[src/rtl/arb_pkg.sv]
// Shared types and default sizing for the round-robin arbiter slice.
package arb_pkg;

    typedef enum logic {
        ARB_IDLE  = 1'b0,
        ARB_GRANT = 1'b1
    } arb_state_t;

    localparam int ARB_N       = 8;
    localparam int ARB_IDW     = 3;
    localparam int ARB_TIMEOUT = 16;

endpackage

[src/rtl/rr_pick.sv]
// Combinational round-robin pick: first set request at or after ptr, wrapping,
// found with a double-width masked priority scan.
module rr_pick
    import arb_pkg::*;
#(
    parameter int N   = ARB_N,
    parameter int IDW = ARB_IDW
) (
    input  logic [N-1:0]   req,
    input  logic [IDW-1:0] ptr,
    output logic [N-1:0]   onehot,
    output logic [IDW-1:0] id,
    output logic           any
);

    localparam int PW = IDW + 1;

    logic [2*N-1:0] masked_s;
    logic [PW-1:0]  pos_s;
    logic           found_s;

    // Low copy only sees requesters at or above ptr; high copy supplies the wrap.
    always_comb begin
        masked_s = {(2*N){1'b0}};
        for (int i = 0; i < N; i++) begin
            masked_s[i]     = req[i] & (IDW'(i) >= ptr);
            masked_s[N + i] = req[i];
        end
    end

    // Lowest set bit of the masked vector wins.
    always_comb begin
        found_s = 1'b0;
        pos_s   = {PW{1'b0}};
        for (int i = 0; i < 2 * N; i++) begin
            if (!found_s && masked_s[i]) begin
                found_s = 1'b1;
                pos_s   = PW'(i);
            end else begin
                found_s = found_s;
            end
        end
    end

    // Fold the scan position back into the requester index range.
    always_comb begin
        if (pos_s >= PW'(N)) begin
            id = IDW'(pos_s - PW'(N));
        end else begin
            id = pos_s[IDW-1:0];
        end
    end

    // One-hot form of the winning index, zero when nobody requests.
    always_comb begin
        onehot = {N{1'b0}};
        for (int i = 0; i < N; i++) begin
            onehot[i] = found_s && (id == IDW'(i));
        end
    end

    assign any = found_s;

endmodule

[src/rtl/rr_arbiter.sv]
// Round-robin arbiter with registered one-hot grant and encoded id.
// Optional forced release after TIMEOUT grant cycles when ARB_TIMEOUT_EN is defined.
module rr_arbiter
    import arb_pkg::*;
#(
    parameter int N       = ARB_N,
    parameter int IDW     = ARB_IDW,
    parameter int TIMEOUT = ARB_TIMEOUT
) (
    input  logic           clk,
    input  logic           rst,
    input  logic [N-1:0]   req,
    input  logic           done,
    output logic [N-1:0]   gnt,
    output logic [IDW-1:0] gnt_id,
    output logic           gnt_valid,
    output logic           busy,
    output logic           timeout_err
);

    if (N < 2 || IDW != $clog2(N) || TIMEOUT < 1) begin : g_param_err
        $error("rr_arbiter: N must be >= 2, IDW == clog2(N), TIMEOUT >= 1");
    end

    arb_state_t     state_r;
    logic [IDW-1:0] ptr_r;
    logic [N-1:0]   pick_onehot_s;
    logic [IDW-1:0] pick_id_s;
    logic           pick_any_s;
    logic [IDW-1:0] next_ptr_s;
    logic           release_s;
    logic           force_rel_s;

    rr_pick #(
        .N   (N),
        .IDW (IDW)
    ) u_pick (
        .req    (req),
        .ptr    (ptr_r),
        .onehot (pick_onehot_s),
        .id     (pick_id_s),
        .any    (pick_any_s)
    );

    // Pointer moves just past the winner so it becomes lowest priority next time.
    always_comb begin
        if (pick_id_s == IDW'(N - 1)) begin
            next_ptr_s = {IDW{1'b0}};
        end else begin
            next_ptr_s = pick_id_s + IDW'(1);
        end
    end

    // Holder lets go by pulsing done or by withdrawing its own request.
    always_comb begin
        release_s = done | ~req[gnt_id];
    end

`ifdef ARB_TIMEOUT_EN
    localparam int TW = $clog2(TIMEOUT + 1);

    logic [TW-1:0] tmo_cnt_r;

    // Counts GRANT cycles; sits at zero while idle so each grant starts fresh.
    always_ff @(posedge clk) begin
        if (rst) begin
            tmo_cnt_r <= {TW{1'b0}};
        end else if (state_r == ARB_GRANT) begin
            tmo_cnt_r <= tmo_cnt_r + TW'(1);
        end else begin
            tmo_cnt_r <= {TW{1'b0}};
        end
    end

    assign force_rel_s = (tmo_cnt_r == TW'(TIMEOUT - 1));
`else
    assign force_rel_s = 1'b0;
`endif

    // Arbitration FSM with all outputs registered.
    always_ff @(posedge clk) begin
        if (rst) begin
            state_r     <= ARB_IDLE;
            ptr_r       <= {IDW{1'b0}};
            gnt         <= {N{1'b0}};
            gnt_id      <= {IDW{1'b0}};
            gnt_valid   <= 1'b0;
            busy        <= 1'b0;
            timeout_err <= 1'b0;
        end else begin
            timeout_err <= 1'b0;
            case (state_r)
                ARB_IDLE: begin
                    if (pick_any_s) begin
                        gnt       <= pick_onehot_s;
                        gnt_id    <= pick_id_s;
                        gnt_valid <= 1'b1;
                        busy      <= 1'b1;
                        ptr_r     <= next_ptr_s;
                        state_r   <= ARB_GRANT;
                    end else begin
                        state_r <= ARB_IDLE;
                    end
                end
                ARB_GRANT: begin
                    // A voluntary release on the deadline cycle is not an error.
                    if (release_s || force_rel_s) begin
                        gnt         <= {N{1'b0}};
                        gnt_valid   <= 1'b0;
                        busy        <= 1'b0;
                        timeout_err <= ~release_s;
                        state_r     <= ARB_IDLE;
                    end else begin
                        state_r <= ARB_GRANT;
                    end
                end
                default: begin
                    state_r   <= ARB_IDLE;
                    gnt       <= {N{1'b0}};
                    gnt_valid <= 1'b0;
                    busy      <= 1'b0;
                end
            endcase
        end
    end

endmodule

[config.mk]
export PLATFORM = sky130hd
export DESIGN_NAME = rr_arbiter
export DESIGN_NICKNAME = d
export VERILOG_FILES = /design/src/rtl/arb_pkg.sv /design/src/rtl/rr_pick.sv /design/src/rtl/rr_arbiter.sv
export SDC_FILE = /design/constraint.sdc
export NUM_CORES = 1
export LEC_CHECK = 0
export BUFFER_PORTS_ARGS = -buffer_cell sky130_fd_sc_hd__buf_2
export CAP_MARGIN = 10
export CORE_MARGIN = 2
export CORE_UTILIZATION = 52
export CTS_CLUSTER_SIZE = 40
export DETAILED_ROUTE_END_ITERATION = 8
export PLACE_DENSITY_LB_ADDON = 0.08
export SYNTH_ARGS = -nofsm -noshare
export SYNTH_HDL_FRONTEND = slang
export SYNTH_SLANG_ARGS = --single-unit
[constraint.sdc]
create_clock -name clk -period 2.6 [get_ports clk]
set_input_delay 0.52 -clock clk [delete_from_list [all_inputs] [get_ports clk]]
set_output_delay 0.52 -clock clk [all_outputs]
set_load 0.01 [all_outputs]
* Word-level counts from Yosys, hierarchy flattened
Index checks and enable logic that the tools add are counted.
** Storage, ports and cells
- Bits in registers :: 17
- Output and inout port bits :: 14
- Logic and storage cells :: 125
** Cells by class
- Add/subtract/negate cells :: 2
- Order comparisons :: 10
- Equal/unequal tests :: 9
- Muxes and demuxes :: 44
- Bitwise operators :: 12
- Reduce and logical (&&, ||, !) cells :: 42
** Operators by type and width (number)
- 4-bit two-way mux :: 8
- 1-bit logical AND :: 23
- 1-bit two-way mux :: 22
- 3-bit two-way mux :: 6
- 8-bit two-way mux :: 2
- 8-bit case mux with 2 select lines :: 1
- 1-bit zero test :: 15
- 3-bit == test (second input constant) :: 4
- 3-bit >= comparator (first input constant) :: 4
- 1-bit AND :: 8
- 3-bit by 2-bit == test with 1-bit output (second input constant) :: 2
- 1-bit by 3-bit >= comparator with 1-bit output (first input constant) :: 2
- 2-bit by 3-bit >= comparator with 1-bit output (first input constant) :: 2
- 4-bit >= comparator (second input constant) :: 1
- 3-bit by 4-bit less-than comparator with 1-bit output (second input constant) :: 1
- 2-bit two-way mux :: 2
- 2-bit by 1-bit inequality test with 1-bit output (second input constant) :: 2
- 1-bit case mux with 2 select lines :: 2
- 2-bit AND reduction :: 2
- 3-bit by 1-bit adder with 3-bit output (second input constant) :: 1
- 1-bit binary-select mux with 3-bit select :: 1
- 3-bit by 1-bit == test with 1-bit output (second input constant) :: 1
- 3-bit zero test :: 1
- 1-bit NOT :: 3
- other kinds (3) :: 3

* Depth between registers and ports, before layout
- Depth after elaboration :: 54
- Gate-level depth with buffers :: 10
- Mapped depth without buffers :: 9

* Modules after synthesis
From an unflattened synthesis, not the netlist that was laid out.
** Second synthesis, totals
- Cell total of the unflattened synthesis :: 136
- Area total of the unflattened synthesis :: 1112.3 um^2
** By module, submodules not included
- rr_arbiter :: instances 1, cells an instance 84, area each 784.5 um^2, seq. area each 340.3 um^2
- rr_pick :: instances 1, cells an instance 52, area each 327.8 um^2, seq. area each 0.0 um^2

* Worst setup path after synthesis
OpenSTA, ideal clock, no wires.
- Kind :: input to register
- From :: input req[0]
- To :: register ptr_r[2]
- Data arrival time :: 1928 ps
- Required time :: 2465 ps
- Setup slack :: 537 ps
- Cell stages on the path :: 9
- Buffers on the path :: 0
- Cells stage by stage :: nand2b_1 -> and2_4 -> o311ai_4 -> o22a_1 -> inv_1 -> ha_1 -> ha_1 -> nand2_1 -> a21oi_1
** Between the ends
- Cells in the longest elaborated chain, start to end :: 51
- Elaborated cells between the ends (all ways) :: 69
- Classes of those cells :: add/sub (2); order compare (1); eq/ne (1); mux (33); bitwise (1); reduce/logical (31)
** RTL lines
- start: declaration :: line rr_arbiter.sv:12 : input logic [N-1:0] req,
- 1-bit AND :: line rr_pick.sv:26 : masked_s[i] = req[i] & (IDW'(i) >= ptr);
- 1-bit two-way mux :: line rr_pick.sv:36 : if (!found_s && masked_s[i]) begin
- 1-bit zero test :: line rr_pick.sv:36
- 1-bit logical AND :: line rr_pick.sv:36
- 1-bit two-way mux :: line rr_pick.sv:36
- 1-bit zero test :: line rr_pick.sv:36
- 1-bit logical AND :: line rr_pick.sv:36
- 1-bit two-way mux :: line rr_pick.sv:36
- (+37 left out)
- 1-bit logical AND :: line rr_pick.sv:36
- 4-bit two-way mux (*) :: line rr_pick.sv:36
- 4-bit >= comparator or 3-bit by 1-bit subtractor with 3-bit output (tied branches) :: line rr_pick.sv:47, rr_pick.sv:48
- 3-bit two-way mux (*) :: line rr_pick.sv:47 : if (pos_s >= PW'(N)) begin
- via pick_id_s[1] :: line rr_arbiter.sv:28 : logic [IDW-1:0] pick_id_s;
- 3-bit by 1-bit adder with 3-bit output or 3-bit == test (tied branches) :: line rr_arbiter.sv:50, rr_arbiter.sv:47
- 3-bit two-way mux (*) :: line rr_arbiter.sv:47 : if (pick_id_s == IDW'(N - 1)) begin
- via next_ptr_s[2] :: line rr_arbiter.sv:30 : logic [IDW-1:0] next_ptr_s;
- end signal: assignment :: line rr_arbiter.sv:84 : ptr_r <= {IDW{1'b0}};
- end signal: assignment :: line rr_arbiter.sv:99 : ptr_r <= next_ptr_s;
- end: declaration :: line rr_arbiter.sv:26 : logic [IDW-1:0] ptr_r;
The timed path passes the listed nets; every way through them passes the cells marked *.
A chain may end at the register's enable or synchronous reset.

* Worst setup path in the final report
- From :: register ptr_r[0]
- To :: register ptr_r[2]
** Between the ends
- Cells in the longest elaborated chain, start to end :: 52
- Elaborated cells between the ends (all ways) :: 84
- Classes of those cells :: add/sub (2); order compare (9); eq/ne (1); mux (33); bitwise (8); reduce/logical (31)
** RTL lines (line)
- 1-bit by 3-bit >= comparator with 1-bit output :: rr_pick.sv:26
- 1-bit AND :: rr_pick.sv:26
- 1-bit two-way mux :: rr_pick.sv:36
- 1-bit zero test :: rr_pick.sv:36
- 1-bit logical AND :: rr_pick.sv:36
- 1-bit two-way mux :: rr_pick.sv:36
- 1-bit zero test :: rr_pick.sv:36
- 1-bit logical AND :: rr_pick.sv:36
- (+38 left out)
- 1-bit logical AND :: rr_pick.sv:36
- 4-bit two-way mux (*) :: rr_pick.sv:36
- 4-bit >= comparator or 3-bit by 1-bit subtractor with 3-bit output (tied branches) :: rr_pick.sv:47, rr_pick.sv:48
- 3-bit two-way mux (*) :: rr_pick.sv:47
- via pick_id_s[1] :: rr_arbiter.sv:28
- 3-bit by 1-bit adder with 3-bit output or 3-bit == test (tied branches) :: rr_arbiter.sv:50, rr_arbiter.sv:47
- 3-bit two-way mux (*) :: rr_arbiter.sv:47
- via next_ptr_s[2] :: rr_arbiter.sv:30
Marks and branches as above.

==> metrics.md <==
| Metric | Value |
|---|---|
| Post-CTS Resized | `0` |
| Layout Nets | `151` |
| Starting Density | `0.5457` |
| Most common cell after layout, fill and taps aside | `buf_2` |
| Metal3 WL | `60 um` |
| Post-Syn Area | `1060 sq um` |
| Primary FF master, synth | `dfxtp_1` |
| Endpoint class of the critical path | `flop` |
| Clock share of power | `0.190` |
| Hold_buf cts | `0` |
| Yosys Warn Count | `0` |
| CTS max path bufs | `2` |
| Crit path time final | `2.155 ns` |
| Power per Cell Area | `578.9 nW/um^2` |
| Grt ovf | `0` |
| Clock Skews | `0.009247 ns` |
| Sw power | `0.0002557 W` |
| Sink Count | `17` |
| Worst-Margin Slew | `0.7220 ns` |
| Hold WC Path Type | `reg -> reg` |
| Iter 0 DRT Violations | `15` |
| Routed Wire Length | `2.275 mm` |
| Synth area leader | `dfxtp_1` |
| Core Footprint | `1942 sq um` |
| Clock Tree Root | `clkbuf_4` |
| TNS Setup | `0 ns` |
| Die Ht | `49.15 um` |
| Status | `finished clean` |
| Top cell type's share of synthesized area | `0.3211` |
| Routed wl met2 | `1.161 mm` |
| Hold path cells | `2` |
| Share of post-route cells with drive strength above 1 | `0.3556` |
| Syn avg cell area | `9.723 sq um` |
| WL met1 | `1.053 mm` |
| I/O pins | `25` |
| Switching part of the total | `0.3587` |
| Max Slew Vio Count | `0` |
| Final Hold Vio Count | `0` |
| Die area | `2415 sq um` |
| Setup violators final | `0` |
| Initial antenna violation count | `0` |
| Most frequent cells in the layout | `buf_2 (24), dfxtp_1 (17), nand2_1 (13), a21oi_1 (8), nor2_1 (7)` |
| Post-synth EDFFs | `0` |
| Post-Syn Nets | `124` |
| Setup CP Type | `reg -> reg` |
| Combinational Power Share | `0.376` |
| Clk Latency, worst-skew pair | `0.28 ns` |
| GRT Total Usage | `0.2170` |
| Vias | `916` |
| P_int | `0.0004570 W` |
| Max Freq | `464.0 MHz` |
| Post-synthesis sequential area ratio | `0.3211` |
| DP HPWL | `1.800 mm` |
| WP data arrival | `2.37 ns` |
| Ys async rst share | `0` |
| CTS tree | `yes` |
| Rows | `16` |
| Worst VDD drop | `0.4160 mV` |
| Crit Path Max Fanout | `5` |
| First-pass detailed-route iteration total | `5` |
| CTS buffer count | `3` |
| Tcrit/Tclk final | `0.8289` |
| First-pass GRT wire length | `4.119 mm` |
| Yosys cell types | `49` |
| Final Util | `0.6340` |
| Synthesized flop and latch total | `17` |
| Max-cap violations | `0` |
| WL/cell | `14.04 um` |
| RSZ-0062 raised after global routing | `no` |
| Drt drc | `0` |
| Antenna diodes | `0` |
| CTS HTree Levels | `1` |
| Final ANT Viol Nets | `0` |
| Vias per cell | `5.654` |
| Depth of the worst register-to-register path | `9` |
| Synth Instances | `109` |
| Synth top area cells | `dfxtp_1 (32%), ha_1 (4.7%), nand2_1 (4.6%)` |
| PortBufs | `24` |
| Vias in the first global route | `884` |
| Setup Fix Bufs, Post-CTS | `0` |
| CTS clk-pin slew, worst paths | `0.08 ns` |
| Req. time, crit path | `2.82 ns` |
| Largest net degree at the start of global routing | `11` |
| GP Congestion | `0.8077` |
| CP Launch Type | `flop` |
| Leakage | `0.5386 nW` |
| Die width | `49.15 um` |
| Max-slew headroom | `0.5187` |
| Area delta synth->final | `16.17%` |
| Reg power frac | `0.434` |
| Highest routed layer | `met3` |
## logic make-up after synthesis
group	synth area share
buffers and inverters	0.04013
AO/OA/AOI/OAI	0.3530
flip-flops	0.3211
other	0.003539
multiplexers	0.04605
adder cells (fa/ha/maj)	0.04723
AND/OR/NAND/NOR	0.1889
## final cells by class
cell class                      instances  area (sq um)
Sequential cell                        17         340.3
Multi-Input combinational cell         83         676.9
Inverter                                5         18.77
Fill cell                             183         710.7
Timing Repair Buffer                   26         135.1
Tap cell                               27         33.78
Clock buffer                            4         26.28
## Yosys cell counts (2+ instances only)
cell / n
inv_2: 2
a21boi_1: 2
a22oi_2: 2
a32o_1: 2
nand2b_1: 4
o31ai_1: 2
buf_4: 2
dfxtp_1: 17
nand3_1: 3
ha_1: 4
nand2_1: 13
nor2_1: 7
o41ai_2: 2
inv_1: 3
o31ai_2: 2
a22o_1: 2
a21oi_1: 8
## layer usage
layer | GRT usage | vias up
met2 | 0.3829 | 13
met5 | 0 | -
met1 | 0.2708 | 437
li1 | - | 466
met3 | 0.05521 | 0
met4 | 0.02857 | 0
## worst max-delay path, cell delays in order (launching register included)
cell	delay, ns
dfxtp_1	0.35
nand2b_1	0.18
and2_4	0.19
o311ai_4	0.33
o22a_1	0.31
inv_1	0.08
ha_1	0.21
ha_1	0.28
nand2_1	0.04
a21oi_1	0.13
## flip-flops by register name (all words and copies together) (netlist names)
signal       count
gnt              8
timeout_err      1
ptr_r            3
state_r          1
gnt_id           3
busy             1
## power by group through the flow
stage	clock [W]	combinational, W	sequential (W)
2_1_floorplan	0	0.000189	0.000319
3_3_place_gp	0	0.000262	0.000314
3_5_place_dp	0	0.000269	0.000316
4_1_cts	0.000143	0.000270	0.000310
5_1_grt	0.000155	0.000295	0.000314
6_report	0.000136	0.000268	0.000309
## stage by stage
| stage | setup slack, ns | hold slack (ns) | cell area [sq um] | instances | total power [W] |
|---|---|---|---|---|---|
| after CTS | 0.4521 | 0.4561 | 1231 | 162 | 0.0007227 |
| after detailed placement | 0.2164 | 0.4416 | 1205 | 158 | 0.0005848 |
| after global routing | 0.3053 | 0.4964 | 1231 | 162 | 0.0007636 |
| final | 0.4449 | 0.4526 | 1231 | 162 | 0.0007127 |
| after global placement | 0.2701 | 0.4398 | 1205 | 158 | 0.0005759 |
| after floorplan | 0.5371 | 0.4675 | 1060 | 109 | 0.0005090 |
## worst paths after layout
check | startpoint | endpoint | slack [ns]
max | ptr_r[0] | ptr_r[2] | 0.44
min | busy | busy | 0.45
min reg2reg | busy | busy | 0.45
max reg2reg | ptr_r[0] | ptr_r[2] | 0.44
Power figures use the tool's default switching activity.
